===== src/rtl/encoder_ctrl_pkg.sv =====
// encoder_ctrl_pkg: shared types for the encoder value controller.
// Holds the handshake FSM encoding and rotation direction constants.
package encoder_ctrl_pkg;

  typedef enum logic [0:0] {
    ST_IDLE = 1'b0,
    ST_PEND = 1'b1
  } state_t;

  localparam logic DIR_CW  = 1'b1;
  localparam logic DIR_CCW = 1'b0;

endpackage


===== src/rtl/encoder_accel_timer.sv =====
// encoder_accel_timer: flags fast rotation when an event follows the
// previous one in the same direction within ACCEL_GAP cycles.
module encoder_accel_timer
  import encoder_ctrl_pkg::*;
#(
  parameter int ACCEL_GAP = 2000000
) (
  input  logic clk,
  input  logic rst,
  input  logic evt,
  input  logic dir,
  output logic fast
);

  localparam int CLG = $clog2(ACCEL_GAP + 1);
  localparam int CW  = (CLG < 1) ? 1 : CLG;
  localparam logic [CW-1:0] GAP = CW'(ACCEL_GAP);

  logic [CW-1:0] cnt;
  logic          last_dir;

  assign fast = (dir == last_dir) && (cnt < GAP);

  always_ff @(posedge clk or posedge rst) begin
    if (rst) begin
      cnt      <= GAP;
      last_dir <= DIR_CCW;
    end else if (evt) begin
      cnt      <= '0;
      last_dir <= dir;
    end else if (cnt < GAP) begin
      cnt <= cnt + CW'(1);
    end
  end

endmodule


===== src/rtl/encoder_value_ctrl.sv =====
// encoder_value_ctrl: bounded value stepped by encoder events, with a
// valid/ready publish handshake. ENCODER_VALUE_CTRL_ACCEL_EN adds acceleration.
module encoder_value_ctrl
  import encoder_ctrl_pkg::*;
#(
  parameter int WIDTH     = 8,
  parameter int VMIN      = 0,
  parameter int VMAX      = 100,
  parameter int VINIT     = 50,
  parameter int WRAP      = 0,
  parameter int STEP_FAST = 4,
  parameter int ACCEL_GAP = 2000000
) (
  input  logic             i_clk,
  input  logic             i_rst,
  input  logic             i_cnt,
  input  logic             i_cnt_cw,
  input  logic             i_load,
  input  logic [WIDTH-1:0] i_load_value,
  output logic [WIDTH-1:0] o_value,
  output logic             o_valid,
  input  logic             i_ready,
  output logic             o_at_limit
);

  if (!(VMIN <= VINIT && VINIT <= VMAX &&
        longint'(VMAX) < (longint'(1) << WIDTH) &&
        STEP_FAST >= 1 && STEP_FAST <= VMAX - VMIN)) begin : g_param_err
    $error("encoder_value_ctrl: illegal parameter set");
  end

  localparam int SW = WIDTH + 2;
  typedef logic signed [SW-1:0] sval_t;

  localparam sval_t SMIN = sval_t'(VMIN);
  localparam sval_t SMAX = sval_t'(VMAX);
  localparam logic [WIDTH-1:0] UMIN  = WIDTH'(VMIN);
  localparam logic [WIDTH-1:0] UMAX  = WIDTH'(VMAX);
  localparam logic [WIDTH-1:0] UINIT = WIDTH'(VINIT);

  logic [WIDTH-1:0] value, value_d, cnt_val, ld_val;
  state_t           state, state_d;
  sval_t            cur, step, sum, lds;
  logic             fast, evt, change;

  // a load wins over a coincident event, so the timer never sees it
  assign evt = i_cnt & ~i_load;

`ifdef ENCODER_VALUE_CTRL_ACCEL_EN
  encoder_accel_timer #(
    .ACCEL_GAP(ACCEL_GAP)
  ) u_accel (
    .clk (i_clk),
    .rst (i_rst),
    .evt (evt),
    .dir (i_cnt_cw),
    .fast(fast)
  );
`else
  assign fast = 1'b0;
`endif

  always_comb begin
    cur  = $signed({2'b00, value});
    step = fast ? sval_t'(STEP_FAST) : sval_t'(1);
    sum  = (i_cnt_cw == DIR_CW) ? cur + step : cur - step;
    if (sum > SMAX)
      cnt_val = (WRAP != 0) ? UMIN : UMAX;
    else if (sum < SMIN)
      cnt_val = (WRAP != 0) ? UMAX : UMIN;
    else
      cnt_val = sum[WIDTH-1:0];
  end

  always_comb begin
    lds = $signed({2'b00, i_load_value});
    if (lds > SMAX)
      ld_val = UMAX;
    else if (lds < SMIN)
      ld_val = UMIN;
    else
      ld_val = i_load_value;
  end

  always_comb begin
    value_d = value;
    change  = 1'b0;
    if (i_load) begin
      value_d = ld_val;
      change  = 1'b1;
    end else if (i_cnt) begin
      value_d = cnt_val;
      change  = (cnt_val != value);
    end
  end

  always_comb begin
    state_d = state;
    unique case (state)
      ST_IDLE: if (change) state_d = ST_PEND;
      ST_PEND: if (i_ready && !change) state_d = ST_IDLE;
      default: state_d = ST_IDLE;
    endcase
  end

  always_ff @(posedge i_clk or posedge i_rst) begin
    if (i_rst) begin
      value <= UINIT;
      state <= ST_IDLE;
    end else begin
      value <= value_d;
      state <= state_d;
    end
  end

  assign o_value    = value;
  assign o_valid    = (state == ST_PEND);
  assign o_at_limit = (value == UMIN) || (value == UMAX);

endmodule


===== config.mk =====
export PLATFORM = sky130hd
export DESIGN_NAME = encoder_value_ctrl
export DESIGN_NICKNAME = d
export VERILOG_FILES = /design/src/rtl/encoder_ctrl_pkg.sv /design/src/rtl/encoder_accel_timer.sv /design/src/rtl/encoder_value_ctrl.sv
export SDC_FILE = /design/constraint.sdc
export NUM_CORES = 1
export LEC_CHECK = 0
export CELL_PAD_IN_SITES_DETAIL_PLACEMENT = 0
export CELL_PAD_IN_SITES_GLOBAL_PLACEMENT = 1
export CORE_MARGIN = 8
export CORE_UTILIZATION = 40
export CTS_BUF_LIST = sky130_fd_sc_hd__clkbuf_4 sky130_fd_sc_hd__clkbuf_8
export DETAILED_ROUTE_END_ITERATION = 12
export HOLD_SLACK_MARGIN = 0.15
export PLACE_DENSITY = 0.91
export SLEW_MARGIN = 10
export SYNTH_ARGS = -nofsm -noshare
export SYNTH_HDL_FRONTEND = slang
export SYNTH_SLANG_ARGS = --single-unit

===== constraint.sdc =====
create_clock -name i_clk -period 4.15 [get_ports i_clk]
set_input_delay 0.83 -clock i_clk [delete_from_list [all_inputs] [get_ports i_clk]]
set_output_delay 0.83 -clock i_clk [all_outputs]
set_load 0.05 [all_outputs]

==> results of run 1 <==
-- layout by cell type (no fill, tap or decap), drive strengths merged, types with 2 or more instances in the layout --
master / count
clkdlybuf4s50: 23
nand2: 12
nor2: 11
inv: 9
o21ai: 8
a21oi: 7
nand3: 6
dfrtp: 6
nand4: 5
clkbuf: 4
o22ai: 4
and2: 4
or3: 3
a31oi: 3
dfstp: 3
nor3: 2
and4: 2
xnor2: 2
xor2: 2
nand4b: 2
nand2b: 2
a311oi: 2
a221oi: 2
o211ai: 2
a211o: 2
ha: 2
or4: 2
a21o: 2
-- stage by stage --
stage	instance area, um^2	setup WS (ns)	hold WS (ns)
after CTS	1267	0.5949	0.6585
after floorplan	1027	0.9236	0.6558
after global routing	1267	0.4822	0.6760
after detailed placement	1237	0.6852	0.6411
final	1267	0.5904	0.6569
after global placement	1237	0.7381	0.6439
-- registers in the layout, indices dropped and copies added (netlist names) --
| signal | flops |
|---|---|
| o_value | 8 |
| o_valid | 1 |
-- Yosys cell counts, drive strengths merged (3+ instances only) --
cell / count
nor2: 11
buf: 4
a21oi: 7
o21ai: 8
clkbuf: 5
nand4: 5
nand2: 12
dfrtp: 6
or3: 3
a31oi: 3
and2: 4
nand3: 6
o22ai: 4
dfstp: 3
inv: 9
-- cell type report --
| class | count | area (um^2) |
|---|---|---|
| clock buffer | 4 | 30.03 |
| fill | 243 | 1187 |
| inverter | 9 | 33.78 |
| multi-input combinational | 107 | 706.9 |
| sequential | 9 | 229.0 |
| tap | 30 | 37.54 |
| timing repair buffer | 23 | 230.2 |
-- worst max-delay path: cells and delay by family, from the launching register on --
kind,cells,cell delay (ns)
flip-flops,1,0.47
AND/OR/NAND/NOR,1,0.63
adder cells (fa/ha/maj),1,0.28
AO/OA/AOI/OAI,1,0.14
buffers and inverters,2,0.97
-- cells by family after synthesis --
family | count (synthesis) | share of synthesized area
compound gates | 42 | 0.3009
xor+xnor | 4 | 0.03411
fa+ha+maj | 2 | 0.02436
buf+inv | 18 | 0.08891
flops | 9 | 0.2229
mux | 2 | 0.02071
simple gates | 57 | 0.3082
-- metal layers --
layer  track usage  wire length [um]  part of all wire  up-vias
li1              -                 -                 -      540
met1        0.1883              1248              0.42      529
met2        0.2354              1479              0.50       56
met3       0.02685               197             0.066        8
met4       0.03467                51             0.017        0
met5             0                 0                 0        -
-- worst max-delay path by stage --
stage                           startpoint                end  slack [ns]  cells past startpoint
finish              o_value[0]$_DFFE_PP0P_         o_at_limit        0.59                      5
detailed placement                i_cnt_cw  o_valid$_DFF_PP0_        0.69                      8
global placement                  i_cnt_cw  o_valid$_DFF_PP0_        0.74                      8
floorplan           o_value[0]$_DFFE_PP0P_         o_at_limit        0.92                      4
global route        o_value[0]$_DFFE_PP0P_         o_at_limit        0.48                      5
CTS                 o_value[0]$_DFFE_PP0P_         o_at_limit        0.59                      5
-- power groups by stage --
stage	Clock (uW)	Combinational [uW]	Sequential (uW)
final	71.6	213	126
after global routing	78.4	234	129
after CTS	73.4	212	126
after detailed placement	0	211	127
after global placement	0	210	128
after floorplan	0	136	148
==> results.md, run 1 <==
Cells and area:
- Measured on the finished design, the core utilization comes to 0.5163.
- 0 antenna diodes ended up in the layout.
- The signed area change from the synthesized netlist to the final layout is 23.39%.
- For this run, the post-layout net count is 169.
- In the final layout, the share of cells above drive strength 1 is 0.1184.
- Excluding fillers, the count of instances in the completed layout stands at 182.

Clocking:
- Clock-pin slew was measured on the worst setup and hold paths at 0.06 ns.
- The number of buffers created by CTS is 3.
- In this run, post-CTS hold repair placed 0 buffers.
- In this run the number of H-tree levels came out at 1.
- No sink is reached through more buffers than the 2 on the longest clock path.
- The clock root buffer master is clkbuf_4.
- The buffer count from post-CTS setup fixing is 0.
- The count of cells resized by post-cts repair is 0.
- The insertion delay to the later sink of the worst-skew pair is 0.25 ns.
- The clock tree from TritonCTS is yes.
- The clock drives 9 sinks.

Timing:
- The clock period minus worst slack is 3.560 ns.
- Setup repair after global routing left no endpoint under its margin.
- Based on the critical path, the design can be clocked at up to 280.9 MHz.
- The final sum of negative setup slack is 0 ns.
- The headroom to the max-slew limit is 0.6599.
- Setup violations remaining at the end of the flow were counted as 0.
- The number of hold violations in the final report is 0.
- The max-slew violation count is 0.
- The final clock skew is 0.003595 ns.
- At the pin with the least slew margin, the transition time is 0.5085 ns.
- The final cycle utilization of the critical path is 0.8577.

Die:
- The core box area is 2455 um^2.
- Row generation in the floorplan step produced 18 rows.
- From left edge to right edge, the die measures 66.68 um.
- The initial cell density of the core is 0.4185.
- The die is 66.68 um tall.
- The count of boundary I/O pins is 24.
- The area enclosed by the die boundary is 4446 um^2.

Power:
- For this design the total switching power over the nets is 178.8 uW.
- The clock power share is 0.174.
- The analysis attributes to cell leakage a power of 0.0004892 uW.
- Of the total power, the share spent switching nets is 0.4353.
- The design draws 410.8 uW.
- The maximum resistive drop on vdd is 0.0002731 V.
- The share of total power dissipated in sequential elements is 0.307.
- Cell internal power was estimated by the tool at 232.0 uW.
- The power per unit of standard cell area is 324.1 nW/um^2.
- The combinational power share is 0.519.

Min path:
- The startpoint of the tightest hold check path is o_value[7]$_DFFE_PP0P_.
- Counting instances, the worst hold path has a depth of 1.
- The worst min-delay path endpoint is o_value[7]$_DFFE_PP0P_.
- In this run the worst hold path is classified as register to register.

Route:
- Dividing the detail-routed wire length by the instance count gives 16.35 um.
- Dividing the detail-routed via count by the number of cells gives 6.225.
- Across all layers, the routed design uses 1,133 vias.
- In this run the remaining antenna-violating nets after routing total 0.
- Wires add up to 2976 um.
- The total iterations of the first detailed-routing run is 4.
- The first-iteration detailed-routing DRC count is 57.
- The final routed DRC violation total is 0.

Synth:
- After synthesis, the cell types taking the most area are dfrtp_1 15%, dfstp_2 7.7%, nand2_1 4.4%.
- The number of synthesized register bits is 9.
- The share of synthesized area in the top cell type comes to 0.1462.
- The netlist uses 53 different library cells.
- For this run, the number of Yosys warnings is 0.
- The top flip-flop cell by instance count after synthesis is dfrtp_1.
- In this run the cell area of the synthesized design comes to 1027 um^2.
- A synthesized cell averages 7.666 um^2.
- When the netlist entered floorplanning its net count stood at 150.
- For this run, the register share of the synthesized area comes to 0.2229.
- Yosys mapped a number of flops with a built-in enable equal to 0.
- For this run, asynchronously set or reset flops after synthesis account for 1.000.
- In the synthesized netlist, the number of instances is 134.
- The cell taking the most area after synthesis is dfrtp_1.

Global route:
- In the global route stage, overall resource usage came out at 0.1439.
- The first global-routing pass estimated 5168 um of wire.
- The total global routing overflow is 0.
- The pin count of the biggest net entering global routing is 17.
- The number of global-route vias before repair is 1,099.
- The initial antenna violation count is 0.

Outcome:
- The run finished with clean final reports.

Setup path:
- The slowest stage of the critical path belongs to the cell clkdlybuf4s50_1.
- The worst setup path is captured at a primary output.
- The worst reg-to-reg path cell count is 9.
- Data on the critical path is required at its endpoint by 3.32 ns.
- The reg2reg setup slack is 1.20 ns.
- The largest driver fanout on the critical path is 8.
- The critical path arrival is 2.73 ns.
- The worst register-to-register path begins at o_value[0]$_DFFE_PP0P_.
- For this run, the slowest stage of the critical path takes 0.82 ns.
- The critical path in this run is classified as register to primary output.
- The endpoint of the worst-slack reg-to-reg timing path is o_valid$_DFF_PP0_.
- The signal on the critical path passes through inv_1 > ha_1 > or4b_2 > a21oi_1 > clkdlybuf4s50_1.
- The startpoint type of the worst setup path is a register.

Place:
- Once placement completed, the tool counted placed cells totaling 178.
- The final weighted congestion in routability-driven placement is 0.9567.
- Port buffering added 23 buffers.
- Once detailed placement completed, the half-perimeter wirelength came to 2385 um.

Job:
- The tool flagged a number of max-cap violations equal to 0.
Power figures use the tool's default switching activity.
==> inputs of run 2 (changes only) <==
- SKIP_LAST_GASP: not set -> 1
==> results of run 2 <==
No change in the layout: final DEF, timing and power equal those of run 1.
==> inputs of run 3 (changes only) <==
- RECOVER_POWER: not set -> 100
==> run 3 against run 2 <==
Net effect: cell area shrank 0.69%; worst setup slack lost 0.055 ns; flip-flop and latch count is the same; non-clock buffer count is the same; via count shrank 0.97%; utilization shrank 0.36 points; critical path type unchanged; largest power group unchanged.
==> results.md, run 3 (synthesis results as in run 1) <==
Route:
- The total iterations of the first detailed-routing run is 4.
- The aggregate routed wire length is 2998 um.
- For this run, design rule violations remaining after detail routing come to 0.
- The count of antenna-violating nets left after detailed routing is 0.
- Signal routing reaches up to met4.
- The final route contains 1,122 vias.
- The met1 routed wirelength after detailed routing is 1310 um.
- The average via count per standard cell is 6.165.
- The first-iteration detailed-routing DRC count is 38.
- The length of routed met3 wiring is 173 um.
- The total length of routed met2 wires is 1493 um.
- After detailed routing, the average wire length per cell comes to 16.47 um.

Setup path:
- The worst reg-to-reg path cell count is 9.
- The critical path class is register to primary output.
- The worst setup path is captured at a primary output.
- The startpoint type of the worst setup path is a register.
- In this run the critical register-to-register path is launched from o_value[1]$_DFFE_PP1P_.
- For flop-to-flop paths, the worst setup slack is 1.19 ns.
- The critical path starts at o_value[0]$_DFFE_PP0P_.
- Along the worst path, the maximum fanout reaches 8.
- Data on the critical path is required at its endpoint by 3.32 ns.
- The endpoint identified for the worst register-to-register timing path is o_valid$_DFF_PP0_.
- The critical path arrival is 2.78 ns.

Timing:
- The worst-margin pin slew is 0.5155 ns.
- The number of hold violations in the final report is 0.
- The number of setup violations in the final report is 0.
- The clock period minus worst slack is 3.615 ns.
- The final clock skew is 0.003598 ns.
- Derived from the worst setup path, the maximum achievable clock frequency is 276.6 MHz.
- The headroom to the max-slew limit is 0.6552.
- The max-slew violation count is 0.
- The final sum of negative setup slack is 0 ns.
- Setup repair after global routing left no endpoint under its margin.
- In the finished design, the share of the clock period the worst path needs comes to 0.8711.

Outcome:
- The flow ran to the end, and the final reports show no timing, DRC or antenna violations.

Job:
- Max-cap violations in this run came to 0.

Power:
- The power per unit of standard cell area is 318.7 nW/um^2.
- The clock power share is 0.179.
- The leakage component of the power is 0.0004923 uW.
- The combinational power share is 0.508.
- In this run the power spent charging and discharging nets is 177.2 uW.
- The portion of total power attributed to sequential cells is 0.313.
- The maximum resistive drop on vdd is 0.0002712 V.
- The total internal power is 223.9 uW.
- Of the total power, the share spent switching nets is 0.4418.

Cells and area:
- The library cells used most frequently in the layout, excluding fill and tap cells, are 13 x dlygate4sd3_1, 12 x nand2_1, 11 x nor2_1.
- For this run, the post-layout net count is 169.
- The final cell area excluding filler cells is 1259 um^2.
- The number of diodes is 0.
- The most common cell after layout, fill and taps aside is dlygate4sd3_1.
- The share of post-route cells with drive strength above 1 is 0.1053.
- The number of flip-flops under the largest register name is 8.
- The signed area change from the synthesized netlist to the final layout is 22.53%.

Die:
- The horizontal die dimension is 66.68 um.
- The initial utilization of the core area, before any placement, comes to 0.4185.
- The area enclosed by the die boundary is 4446 um^2.
- The core box area is 2455 um^2.
- The count of boundary I/O pins is 24.
- The total number of placement rows is 18.
- The vertical extent of the die is 66.68 um.

Min path:
- The type of the tightest min-delay check is register to register.
- The path with the worst hold slack has its endpoint at o_value[7]$_DFFE_PP0P_.
- The startpoint of the tightest hold check path is o_value[7]$_DFFE_PP0P_.
- The depth of the worst hold-timing path is 1.

Place:
- The count of buffers added on input and output ports is 23.
- The HPWL after detailed placement is 2385 um.
- The placed instance area is 1237 um^2.
- At the end of routability-driven placement, the weighted congestion stood at 0.9567.

Clocking:
- The hold-fix buffer count after cts is 0.
- The number of buffers on the longest clock path is 2.
- CTS built an H-tree with a depth of 1.
- For the worst-skew pair, the clock arrives at the later sink with an insertion delay of 0.25 ns.
- The number of sinks handled by clock tree synthesis is 9.
- The clock root buffer master is clkbuf_4.
- In this run, post-CTS repair resized a total of 0 instances.
- TritonCTS built the clock tree.
- The number of clock buffers added by TritonCTS is 3.
- The buffer count from post-CTS setup fixing is 0.
- The clock transition at the register clock pins on the worst setup and hold paths after CTS is 0.06 ns.

Global route:
- The initial antenna violation count is 0.
- The pin count of the biggest net entering global routing is 17.
- The global-route wire length before repair is 5168 um.
- The number of global-route vias before repair was 1,099.
- Global routing finished with a remaining overflow of 0.
- The all-layer global routing usage is 0.1439.
## run 3: final cells by class
type	count	area (um^2)
fillers	244	1196
multi-input cells	107	698.2
repair buffers	23	230.2
flip-flops and latches	9	229.0
well taps	30	37.54
inverters	9	33.78
clock buffers	4	30.03
## run 3: routing by layer
metal / GRT usage / up-vias
met3: 0.02685 / 4
met5: 0 / -
met2: 0.2354 / 46
li1: - / 542
met1: 0.1883 / 530
met4: 0.03467 / 0
## run 3: through the flow
stage / setup WS [ns] / hold slack (ns) / total power (uW) / cells / util
floorplan: 0.9236 / 0.6558 / 283.7 / 134 / -
finish: 0.5351 / 0.6527 / 401.1 / 182 / 0.5127
global placement: 0.7381 / 0.6439 / 337.5 / 178 / 0.5041
CTS: 0.5949 / 0.6585 / 411.3 / 182 / 0.5163
detailed placement: 0.6852 / 0.6411 / 337.8 / 178 / 0.5041
global route: 0.3825 / 0.6715 / 430.8 / 182 / 0.5127
## run 3: worst max path at each step
stage / slack, ns / endpoint / cells past startpoint
6_report: 0.54 / o_at_limit / 5
5_1_grt: 0.38 / o_value[4]$_DFFE_PP1P_ / 8
4_1_cts: 0.59 / o_at_limit / 5
2_1_floorplan: 0.92 / o_at_limit / 4
3_3_place_gp: 0.74 / o_valid$_DFF_PP0_ / 8
3_5_place_dp: 0.69 / o_valid$_DFF_PP0_ / 8
## run 3: power groups by stage
stage | Combinational, uW | Sequential [uW] | Clock [uW]
floorplan | 136 | 148 | 0
finish | 204 | 126 | 71.6
detailed placement | 211 | 127 | 0
global route | 224 | 128 | 78.4
CTS | 212 | 126 | 73.4
global placement | 210 | 128 | 0
## run 3: critical path, stage by stage (launching register included)
cell and delay, ns:
dfrtp_1 0.47, inv_1 0.15, ha_1 0.28, or4b_2 0.63, a21oi_1 0.13, dlygate4sd3_1 0.88
